File: src/rtl/dbus_peri_bridge_pkg.sv
// Shared peripheral package: data-bus request/response structs, bridge FSM states,
// timeout fill pattern and the GPIO register map (gpio_defs).
package dbus_peri_bridge_pkg;

  typedef struct packed {
    logic [31:0] addr;
    logic [31:0] w_data;
    logic [3:0]  sel_byte;
    logic        w_en;
    logic        req;
  } type_dbus2peri_s;

  typedef struct packed {
    logic [31:0] r_data;
    logic        ack;
    logic        err;
  } type_peri2dbus_s;

  typedef enum logic [1:0] {
    IDLE  = 2'd0,
    ISSUE = 2'd1,
    WAIT  = 2'd2,
    RESP  = 2'd3
  } bridge_state_e;

  localparam logic [31:0] PERI_TIMEOUT_RDATA = 32'hDEAD_BEEF;

  // gpio_defs: register offsets inside a GPIO slot
  localparam int          GPIO_WIDTH    = 32;
  localparam logic [11:0] GPIO_REG_DIN  = 12'h000;
  localparam logic [11:0] GPIO_REG_DOUT = 12'h004;
  localparam logic [11:0] GPIO_REG_DIR  = 12'h008;

endpackage

File: src/rtl/dbus_peri_bridge_timer.sv
// peri_bus_timer: saturating wait-cycle counter; expired_o flags the LIMIT-th enabled cycle.
module peri_bus_timer #(
  parameter int LIMIT = 255
) (
  input  logic clk,
  input  logic rst_n,
  input  logic clear_i,
  input  logic enable_i,
  output logic expired_o
);
  localparam int CW = (LIMIT > 1) ? $clog2(LIMIT + 1) : 1;

  logic [CW-1:0] count_q, count_d;

  always_comb begin
    count_d = count_q;
    if (clear_i) begin
      count_d = '0;
    end else if (enable_i && (count_q != CW'(LIMIT))) begin
      count_d = count_q + CW'(1);
    end
  end

  always_ff @(posedge clk or negedge rst_n) begin
    if (!rst_n) begin
      count_q <= '0;
    end else begin
      count_q <= count_d;
    end
  end

  // count_q holds the number of earlier enabled cycles, so this is the LIMIT-th one
  assign expired_o = enable_i && (count_q >= CW'(LIMIT - 1));

endmodule

File: src/rtl/dbus_peri_bridge.sv
// Core data-bus to peripheral-slot bridge (IDLE/ISSUE/WAIT/RESP).
// Optional ack timeout is built only when PERI_TIMEOUT_EN is defined.
module dbus_peri_bridge
  import dbus_peri_bridge_pkg::*;
#(
  parameter int NUM_PERI     = 4,
  parameter int PERI_SEL_LSB = 12,
  parameter int TIMEOUT_CYC  = 255
) (
  input  logic            clk,
  input  logic            rst_n,
  input  type_dbus2peri_s lsu2bridge_i,
  output type_peri2dbus_s bridge2lsu_o,
  output type_dbus2peri_s dbus2peri_o,
  output logic [NUM_PERI-1:0] peri_sel_o,
  input  type_peri2dbus_s peri2dbus_i [NUM_PERI],
  output bridge_state_e   dbg_state_o
);
  // Handshake: the core raises req in IDLE and holds it until a one-cycle ack;
  // each peripheral sees a one-cycle req with its select and answers with ack.
  localparam int SEL_W = (NUM_PERI > 1) ? $clog2(NUM_PERI) : 1;

  bridge_state_e    state_q, state_d;
  logic [31:0]      addr_q, addr_d;
  logic [31:0]      w_data_q, w_data_d;
  logic [3:0]       sel_byte_q, sel_byte_d;
  logic             w_en_q, w_en_d;
  logic [SEL_W-1:0] slot_q, slot_d;
  logic [31:0]      r_data_q, r_data_d;
  logic             err_q, err_d;

  // Every address bit above PERI_SEL_LSB takes part in the decode, so pages past
  // the last slot are unmapped instead of aliasing onto a real slot.
  logic [31:0] req_page;
  logic        req_mapped;
  assign req_page   = lsu2bridge_i.addr >> PERI_SEL_LSB;
  assign req_mapped = req_page < 32'(NUM_PERI);

  logic        sel_ack;
  logic [31:0] sel_rdata;
  logic        peri_err_unused;

  always_comb begin
    sel_ack         = 1'b0;
    sel_rdata       = '0;
    peri_err_unused = 1'b0;
    for (int i = 0; i < NUM_PERI; i++) begin
      peri_err_unused = peri_err_unused ^ peri2dbus_i[i].err;
      if (slot_q == SEL_W'(i)) begin
        sel_ack   = peri2dbus_i[i].ack;
        sel_rdata = peri2dbus_i[i].r_data;
      end
    end
  end

  logic tmo_expired;
`ifdef PERI_TIMEOUT_EN
  logic tmo_en, tmo_clr;
  assign tmo_en  = (state_q == WAIT);
  assign tmo_clr = (state_q != WAIT);

  peri_bus_timer #(
    .LIMIT(TIMEOUT_CYC)
  ) u_timer (
    .clk      (clk),
    .rst_n    (rst_n),
    .clear_i  (tmo_clr),
    .enable_i (tmo_en),
    .expired_o(tmo_expired)
  );
`else
  localparam int TIMEOUT_CYC_UNUSED = TIMEOUT_CYC;
  assign tmo_expired = 1'b0;
`endif

  always_comb begin
    state_d    = state_q;
    addr_d     = addr_q;
    w_data_d   = w_data_q;
    sel_byte_d = sel_byte_q;
    w_en_d     = w_en_q;
    slot_d     = slot_q;
    r_data_d   = r_data_q;
    err_d      = err_q;
    case (state_q)
      IDLE: begin
        if (lsu2bridge_i.req) begin
          addr_d     = lsu2bridge_i.addr;
          w_data_d   = lsu2bridge_i.w_data;
          sel_byte_d = lsu2bridge_i.sel_byte;
          w_en_d     = lsu2bridge_i.w_en;
          slot_d     = lsu2bridge_i.addr[PERI_SEL_LSB +: SEL_W];
          r_data_d   = '0;
          err_d      = !req_mapped;
          state_d    = req_mapped ? ISSUE : RESP;
        end
      end
      ISSUE, WAIT: begin
        // An ack coinciding with expiry wins
        if (sel_ack) begin
          r_data_d = w_en_q ? '0 : sel_rdata;
          err_d    = 1'b0;
          state_d  = RESP;
        end else if (tmo_expired) begin
          r_data_d = PERI_TIMEOUT_RDATA;
          err_d    = 1'b1;
          state_d  = RESP;
        end else begin
          state_d = WAIT;
        end
      end
      RESP:    state_d = IDLE;
      default: state_d = IDLE;
    endcase
  end

  always_ff @(posedge clk or negedge rst_n) begin
    if (!rst_n) begin
      state_q    <= IDLE;
      addr_q     <= '0;
      w_data_q   <= '0;
      sel_byte_q <= '0;
      w_en_q     <= 1'b0;
      slot_q     <= '0;
      r_data_q   <= '0;
      err_q      <= 1'b0;
    end else begin
      state_q    <= state_d;
      addr_q     <= addr_d;
      w_data_q   <= w_data_d;
      sel_byte_q <= sel_byte_d;
      w_en_q     <= w_en_d;
      slot_q     <= slot_d;
      r_data_q   <= r_data_d;
      err_q      <= err_d;
    end
  end

  always_comb begin
    dbus2peri_o  = '0;
    peri_sel_o   = '0;
    bridge2lsu_o = '0;
    if ((state_q == ISSUE) || (state_q == WAIT)) begin
      dbus2peri_o.addr     = addr_q;
      dbus2peri_o.w_data   = w_data_q;
      dbus2peri_o.sel_byte = sel_byte_q;
      dbus2peri_o.w_en     = w_en_q;
      dbus2peri_o.req      = (state_q == ISSUE);
      for (int i = 0; i < NUM_PERI; i++) begin
        peri_sel_o[i] = (slot_q == SEL_W'(i));
      end
    end
    if (state_q == RESP) begin
      bridge2lsu_o.ack    = 1'b1;
      bridge2lsu_o.r_data = r_data_q;
      bridge2lsu_o.err    = err_q;
    end
  end

  assign dbg_state_o = state_q;

endmodule

File: config.mk
export PLATFORM = sky130hd
export DESIGN_NAME = dbus_peri_bridge
export DESIGN_NICKNAME = d
export VERILOG_FILES = /design/src/rtl/dbus_peri_bridge_pkg.sv /design/src/rtl/dbus_peri_bridge_timer.sv /design/src/rtl/dbus_peri_bridge.sv
export SDC_FILE = /design/constraint.sdc
export NUM_CORES = 1
export LEC_CHECK = 0
export CORE_UTILIZATION = 35
export CTS_CLUSTER_SIZE = 40
export DETAILED_ROUTE_END_ITERATION = 8
export GPL_TIMING_DRIVEN = 1
export PLACE_DENSITY_LB_ADDON = 0.3
export SYNTH_ARGS = -nofsm -noshare
export SYNTH_HDL_FRONTEND = slang
export SYNTH_SLANG_ARGS = --single-unit
File: constraint.sdc
create_clock -name clk -period 1.7 [get_ports clk]
set_clock_uncertainty 0.2 [all_clocks]
set_input_delay 0.34 -clock clk [delete_from_list [all_inputs] [get_ports clk]]
set_output_delay 0.34 -clock clk [all_outputs]
set_load 0.02 [all_outputs]
==> results of run 1 <==
==> synthesized netlist by cell type (2+ instances only) <==
library cell / number / area share, %
nor2b_1: 3 / 0.34
inv_1: 3 / 0.20
buf_6: 4 / 0.81
dfrtp_1: 104 / 47
a21oi_1: 2 / 0.18
o21ai_1: 7 / 0.63
mux4_2: 33 / 13
clkbuf_1: 14 / 0.95
ha_1: 3 / 0.68
nor4_1: 3 / 0.34
o21ai_0: 26 / 2.3
buf_2: 12 / 1.1
nor2_1: 2 / 0.14
and2_1: 103 / 12
buf_4: 5 / 0.68
mux2_2: 69 / 14
nand2_1: 67 / 4.5
==> where the power goes <==
| group | leakage (nW) | switching (W) | internal [W] | total [W] |
|---|---|---|---|---|
| logic | 3.67 | 0.00827 | 0.0118 | 0.0200 |
| registers | 1.28 | 0.000739 | 0.00358 | 0.00432 |
| clock network | 0.152 | 0.000920 | 0.00122 | 0.00214 |
| total | 5.10 | 0.00993 | 0.0166 | 0.0265 |
==> worst max-delay path, cell delays in order, from the launching register on <==
cell     delay (ns)
dfrtp_2        0.37
inv_2          0.05
ha_4           0.32
buf_6          0.15
and2_4         0.17
nor2b_4        0.15
buf_6          0.12
==> metal layers <==
metal	global-route usage (%)	part of all wire, %	vias up
li1	-	-	2373
met4	10.1	3.7	0
met3	6.26	7.0	48
met1	27.0	36	2569
met5	0	0	-
met2	44.4	54	245
==> final timing paths <==
path,start,endpoint,slack (ns),depth (start not counted)
worst min register to register,r_data_q[29],r_data_q[29],0.27,2
worst max register to register,dbg_state_o[0],r_data_q[4],-0.43,12
worst min-delay path,rst_n,sel_byte_q[0],0.13,2
worst max-delay path,dbg_state_o[0],peri_sel_o[1],-0.51,6
max in group asynchronous,rst_n,addr_q[10],0.49,3
min in group clk,lsu2bridge_i[52],addr_q[14],0.22,2
==> state kept, by name, indices dropped and copies added, names as in the netlist <==
| register | flops |
|---|---|
| addr_q | 32 |
| dbg_state_o | 2 |
| err_q | 1 |
| r_data_q | 32 |
| sel_byte_q | 4 |
| w_data_q | 32 |
| w_en_q | 1 |
==> layout make-up <==
class | count | area (µm²) | area share [%]
timing repair buffer | 402 | 4650 | 40.7
multi-input combinational | 325 | 3580 | 31.3
sequential | 104 | 2610 | 22.8
tap | 211 | 264 | 2.31
clock buffer | 11 | 253 | 2.21
clock inverter | 4 | 52.6 | 0.460
inverter | 3 | 13.8 | 0.120
antenna | 1 | 2.50 | 0.0219
==> what timing repair did <==
item,CTS,global route
endpoints found under the setup margin,145,193
resized for setup,697,153
hold endpoints to repair,104,0
hold buffers,1,0
pin swaps,28,28
gates cloned,16,12
buffers inserted,27,15
==> metrics by stage <==
stage	TNS, ns	std cells	utilization [%]	power (W)
floorplan	-8.97	468	-	0.0130
global placement	-82.20	987	62.5	0.0174
detailed placement	-84.82	987	62.5	0.0177
CTS	-64.18	1046	70.3	0.0249
global route	-71.11	1061	74.6	0.0277
finish	-60.64	1061	74.6	0.0265
==> kinds of logic (layout without fill, tap and decap cells) <==
| family | count (synthesis) | count (layout) | share of synthesized area [%] |
|---|---|---|---|
| AO/OA/AOI/OAI | 38 | 38 | 3.70 |
| adder cells (fa/ha/maj) | 3 | 3 | 0.678 |
| buffers and inverters | 39 | 420 | 3.79 |
| flip-flops | 104 | 104 | 47.0 |
| multiplexers | 102 | 102 | 27.4 |
| other | 0 | 1 | 0 |
| AND/OR/NAND/NOR | 182 | 182 | 17.4 |
==> summary.txt, run 1 <==
Yosys
  • Syn Inst Count: 468
  • Top_reg_cell synth: dfrtp_1
  • EDFF count, synth: 0
  • Yosys reg bits: between 100 and 150
  • Post-synthesis sequential area ratio: 47.0%
  • Post-Syn Nets: between 600 and 700
  • Mapped Avg Cell Area: 11.8 µm²
  • Netlist cell types: 25
  • Synth Cell Area: 5540 µm²
  • Yosys warnings: 0
  • Synth async-reset ratio: 100%

Die
  • Core area: 15,300 µm²
  • Area of the die: 16,300 µm²
  • Die X: 128 µm
  • Die Span Y: 128 µm
  • IO Pins: 318
  • Initial core utilization: around 36%
  • Row cnt: 45

GRT
  • Largest net degree at the start of global routing: 62
  • Grt ovf: 0
  • Global-route wire length before repair: roughly 30 mm
  • Total track usage: ~24%
  • Via count of the first global-routing pass: 5,445
  • Antenna violations before repair: 1

Placement
  • Routability cong.: 0.805
  • DP Wirelength: about 14 mm
  • Worst slack, placed: -0.628 ns
  • Placed Area: 9580 µm²
  • IO buf count: 313

Hold path
  • Hold Crit Class: input pin to asynchronous set/reset pin

Setup path
  • Crit end category: output port
  • CP Data Required Time: approximately 1.2 ns
  • Critical Path Fanout Max: 5
  • CP arrival: 1.67 ns
  • Critical path class: register to output port
  • Crit path launch type: register

STA
  • Relative slew slack: between 60 and 70%
  • Peak Freq: 453 MHz
  • Slew Viols, Final: 0
  • Tightest Pin Transition: 0.516 ns
  • Worst setup margin: -0.509 ns
  • RSZ-0062 raised after global routing: yes
  • Endpoints failing hold: 0
  • Count of final setup violators: 167
  • Worst hold slack: 0.125 ns
  • Tmin final: 2.21 ns
  • Period utilization: 130%

CTS
  • CTS Root Cell: clkbuf_16
  • TritonCTS Sinks: around 100
  • Clock transition at the registers of the reported paths: 0.07 ns
  • TritonCTS buffer count: 9
  • Clock Path Buffers: 2
  • CTS tree: done
  • Clk Latency, worst-skew pair: around 0.34 ns
  • H-Tree Depth: 3

Final layout
  • # fillers: 974
  • Final layout net count: around 1,100
  • Most frequent cells in the layout: 199 x clkdlybuf4s50_1, 129 x buf_6, 100 x dfrtp_1
  • Final instance area: roughly 11,000 µm²
  • Share of cells above drive strength 1: around three fifths
  • Most common cell after layout, fill and taps aside: clkdlybuf4s50_1
  • Area growth syn-to-layout: 106%

Detailed routing
  • Vias per inst: around 4.9
  • Drt pass-1 iters: 6
  • Wirelength per Cell: 19.7 µm
  • DR iter-0 viols: 174
  • Via count: 5,235
  • Post-DRT Antenna Nets: 0
  • Total routed wirelength: 20.9 mm
  • # DRC: 0

Run
  • Max cap viols: 0

Power and ir drop
  • LEAKAGE: 5.10 nW
  • Cell area power density: 2320 nW/µm²
  • Maximum vdd drop: between 1 and 1.5 mV

Status
  • Failing checks: setup timing
  • Status: finished, violations left
No activity file was read; power rests on OpenSTA's default activity.
==> inputs of run 2 (changes only) <==
Settings changed: SKIP_CTS_REPAIR_TIMING set to 1.
==> run 2 against run 1 <==
Flip-flop and latch count is the same. Setup slack gained 0.056 ns. The run still ends with setup timing left. Sequential power shrank 2%. Clock-buffer cell count is the same. Worst hold slack gained 0.0039 ns. First-iteration DRC count shrank 35%. Largest cell class unchanged.
==> summary.txt, run 2 (same netlist as run 1, synthesis figures left out) <==
Setup path
  • CP max stage cell: dfrtp_2 (unchanged)
  • Critical-path cell list: buf_4 -> ha_4 -> buf_12 -> and2_2 -> dlymetal6s2s_1 (was inv_2 -> ha_4 -> buf_6 -> and2_4 -> nor2b_4 -> buf_6)
  • CP Data Required Time: 1.16 ns (about the same)
  • WP buf/inv: 3 (unchanged)
  • CP arrival: 1.61 ns (was 1.67 ns)
  • Crit path max-delay family: buffers and inverters (was flip-flops)
  • Crit end category: output port (unchanged)
  • Critical Path Fanout Max: 12 (was 5)
  • Critical path class: register to output port (unchanged)
  • Setup crit start: dbg_state_o[0] (unchanged)
  • Crit path launch type: register (unchanged)
  • Crit path largest cell delay: 0.41 ns (was 0.37 ns)
  • FF-to-FF Start: dbg_state_o[1] (was dbg_state_o[0])

Detailed routing
  • DR iter-0 viols: 113 (was 174)
  • # DRC: 0 (unchanged)
  • Drt pass-1 iters: 4 (was 6)
  • Post-DRT Antenna Nets: 0 (unchanged)
  • Total routed wirelength: 17.2 mm (was 20.9 mm)
  • Wirelength per Cell: 17.1 µm (was 19.7 µm)
  • Vias per inst: 4.77 (was 4.93)
  • Via count: 4,797 (was 5,235)

GRT
  • Via count of the first global-routing pass: 4,954 (was 5,445)
  • Largest net degree at the start of global routing: 62 (unchanged)
  • Grt ovf: 0 (unchanged)
  • Total track usage: 21.1% (was 24.4%)
  • Global-route wire length before repair: 25.9 mm (was 29.8 mm)
  • Antenna violations before repair: 1 (unchanged)

Placement
  • DP Wirelength: 13.8 mm (unchanged)
  • Placed Area: 9580 µm² (unchanged)
  • Worst slack, placed: -0.628 ns (unchanged)
  • IO buf count: 313 (unchanged)
  • Routability cong.: 0.805 (unchanged)

CTS
  • CTS tree: done (unchanged)
  • Clock transition at the registers of the reported paths: 0.06 ns (was 0.07 ns)
  • Clk Latency, worst-skew pair: 0.34 ns (about the same)
  • TritonCTS buffer count: 9 (unchanged)
  • Clock Path Buffers: 2 (unchanged)
  • CTS Root Cell: clkbuf_16 (unchanged)
  • H-Tree Depth: 3 (unchanged)
  • TritonCTS Sinks: 104 (unchanged)

STA
  • RSZ-0062 raised after global routing: yes (unchanged)
  • Worst setup margin: -0.453 ns (was -0.509 ns)
  • Tmin final: 2.15 ns (was 2.21 ns)
  • Period utilization: 127% (was 130%)
  • Count of final setup violators: 145 (was 167)
  • Peak Freq: 464 MHz (was 453 MHz)
  • Relative slew slack: 66.3% (was 65.6%)
  • Endpoints failing hold: 0 (unchanged)
  • Tightest Pin Transition: 0.506 ns (was 0.516 ns)
  • Slew Viols, Final: 0 (unchanged)

Die
  • IO Pins: 318 (unchanged)
  • Row cnt: 45 (unchanged)
  • Initial core utilization: 36.2% (unchanged)
  • Core area: 15,300 µm² (unchanged)
  • Area of the die: 16,300 µm² (unchanged)
  • Die Span Y: 128 µm (unchanged)
  • Die X: 128 µm (unchanged)

Power and ir drop
  • NetSw: 0.00740 W (was 0.00993 W)
  • Reg power frac: 21.6% (was 16.3%)
  • Comb power frac: 67.6% (was 75.6%)
  • Maximum vdd drop: 1.18 mV (was 1.10 mV)
  • Cell area power density: 2000 nW/µm² (was 2320 nW/µm²)
  • Sw frac: 37.9% (was 37.5%)
  • Clock network power share: 10.8% (was 8.1%)
  • LEAKAGE: 4.43 nW (was 5.10 nW)
  • Internal power: 0.0121 W (was 0.0166 W)

Final layout
  • Most common cell after layout, fill and taps aside: clkdlybuf4s50_1 (unchanged)
  • Final layout net count: 1,001 (was 1,056)
  • Share of cells above drive strength 1: 46.3% (was 59.0%)
  • Top flop regs: addr_q x32, r_data_q x32, w_data_q x32 (unchanged)
  • Most frequent cells in the layout: 204 x clkdlybuf4s50_1, 101 x dfrtp_1, 77 x buf_4 (was 199 x clkdlybuf4s50_1, 129 x buf_6, 100 x dfrtp_1)
  • # fillers: 1,206 (was 974)
  • Area occupied by registers: 2610 µm² (about the same)
  • Area growth syn-to-layout: 76.4% (was 106%)
  • Final instance area: 9770 µm² (was 11,400 µm²)
  • Area of the multi-input gates: 3190 µm² (was 3580 µm²)

Hold path
  • Hold Crit Class: input pin to asynchronous set/reset pin (unchanged)

Status
  • Failing checks: setup timing (unchanged)
  • Status: finished, violations left (unchanged)

Run
  • Max cap viols: 0 (unchanged)
run 2: cell types whose count changed in the layout (fill, tap and decap cells not counted), moves of 13 or more:
| cell | delta |
|---|---|
| buf_12 | -13 |
| buf_4 | +55 |
| buf_6 | -101 |
| clkbuf_2 | +14 |
| nand2_1 | +39 |
| nand2_2 | -13 |
| nand2_4 | -26 |
| o21ai_0 | +23 |
| o21ai_2 | -21 |
run 2: path summary, 6_finish.rpt:
check	end	slack (ns)	cells after the start
setup reg to reg	r_data_q[22]	-0.28	8
setup / recovery	bridge2lsu_o[7]	-0.45	5
max in group asynchronous	addr_q[10]	0.50	3
min in group clk	r_data_q[23]	0.28	2
hold / removal	sel_byte_q[0]	0.13	2
hold reg to reg	r_data_q[23]	0.28	2
run 2: layout make-up:
type / instances / area share, %
diodes: 1 / 0.0256
clock buffers: 11 / 2.59
clock inverters: 4 / 0.538
inverters: 3 / 0.115
multi-input cells: 325 / 32.7
flip-flops and latches: 104 / 26.7
well taps: 211 / 2.70
repair buffers: 347 / 34.7
run 2: metrics by stage:
stage / total power, W / utilization [%] / hold WS [ns] / instances / TNS, ns
floorplan: 0.0130 / - / -0.156 / 468 / -8.97
global placement: 0.0174 / 62.5 / -0.0610 / 987 / -82.20
detailed placement: 0.0177 / 62.5 / -0.0623 / 987 / -84.82
CTS: 0.0199 / 64.5 / -0.434 / 1002 / -106.17
global route: 0.0207 / 63.8 / 0.129 / 1006 / -65.15
finish: 0.0195 / 63.8 / 0.129 / 1006 / -53.15
run 2: layer usage:
metal | GRT usage [%] | vias to the layer above | wire (µm)
met2 | 37.0 | 211 | 9050
met1 | 23.4 | 2293 | 6280
met3 | 6.09 | 38 | 1300
li1 | - | 2255 | -
met4 | 10.2 | 0 | 571
met5 | 0 | - | 0
run 2: power groups by stage:
stage	sequential [W]	combinational, W	clock, W
2_1_floorplan	0.00406	0.00898	0
3_3_place_gp	0.00421	0.0132	0
3_5_place_dp	0.00427	0.0135	0
4_1_cts	0.00423	0.0135	0.00218
5_1_grt	0.00435	0.0141	0.00227
6_report	0.00422	0.0132	0.00211
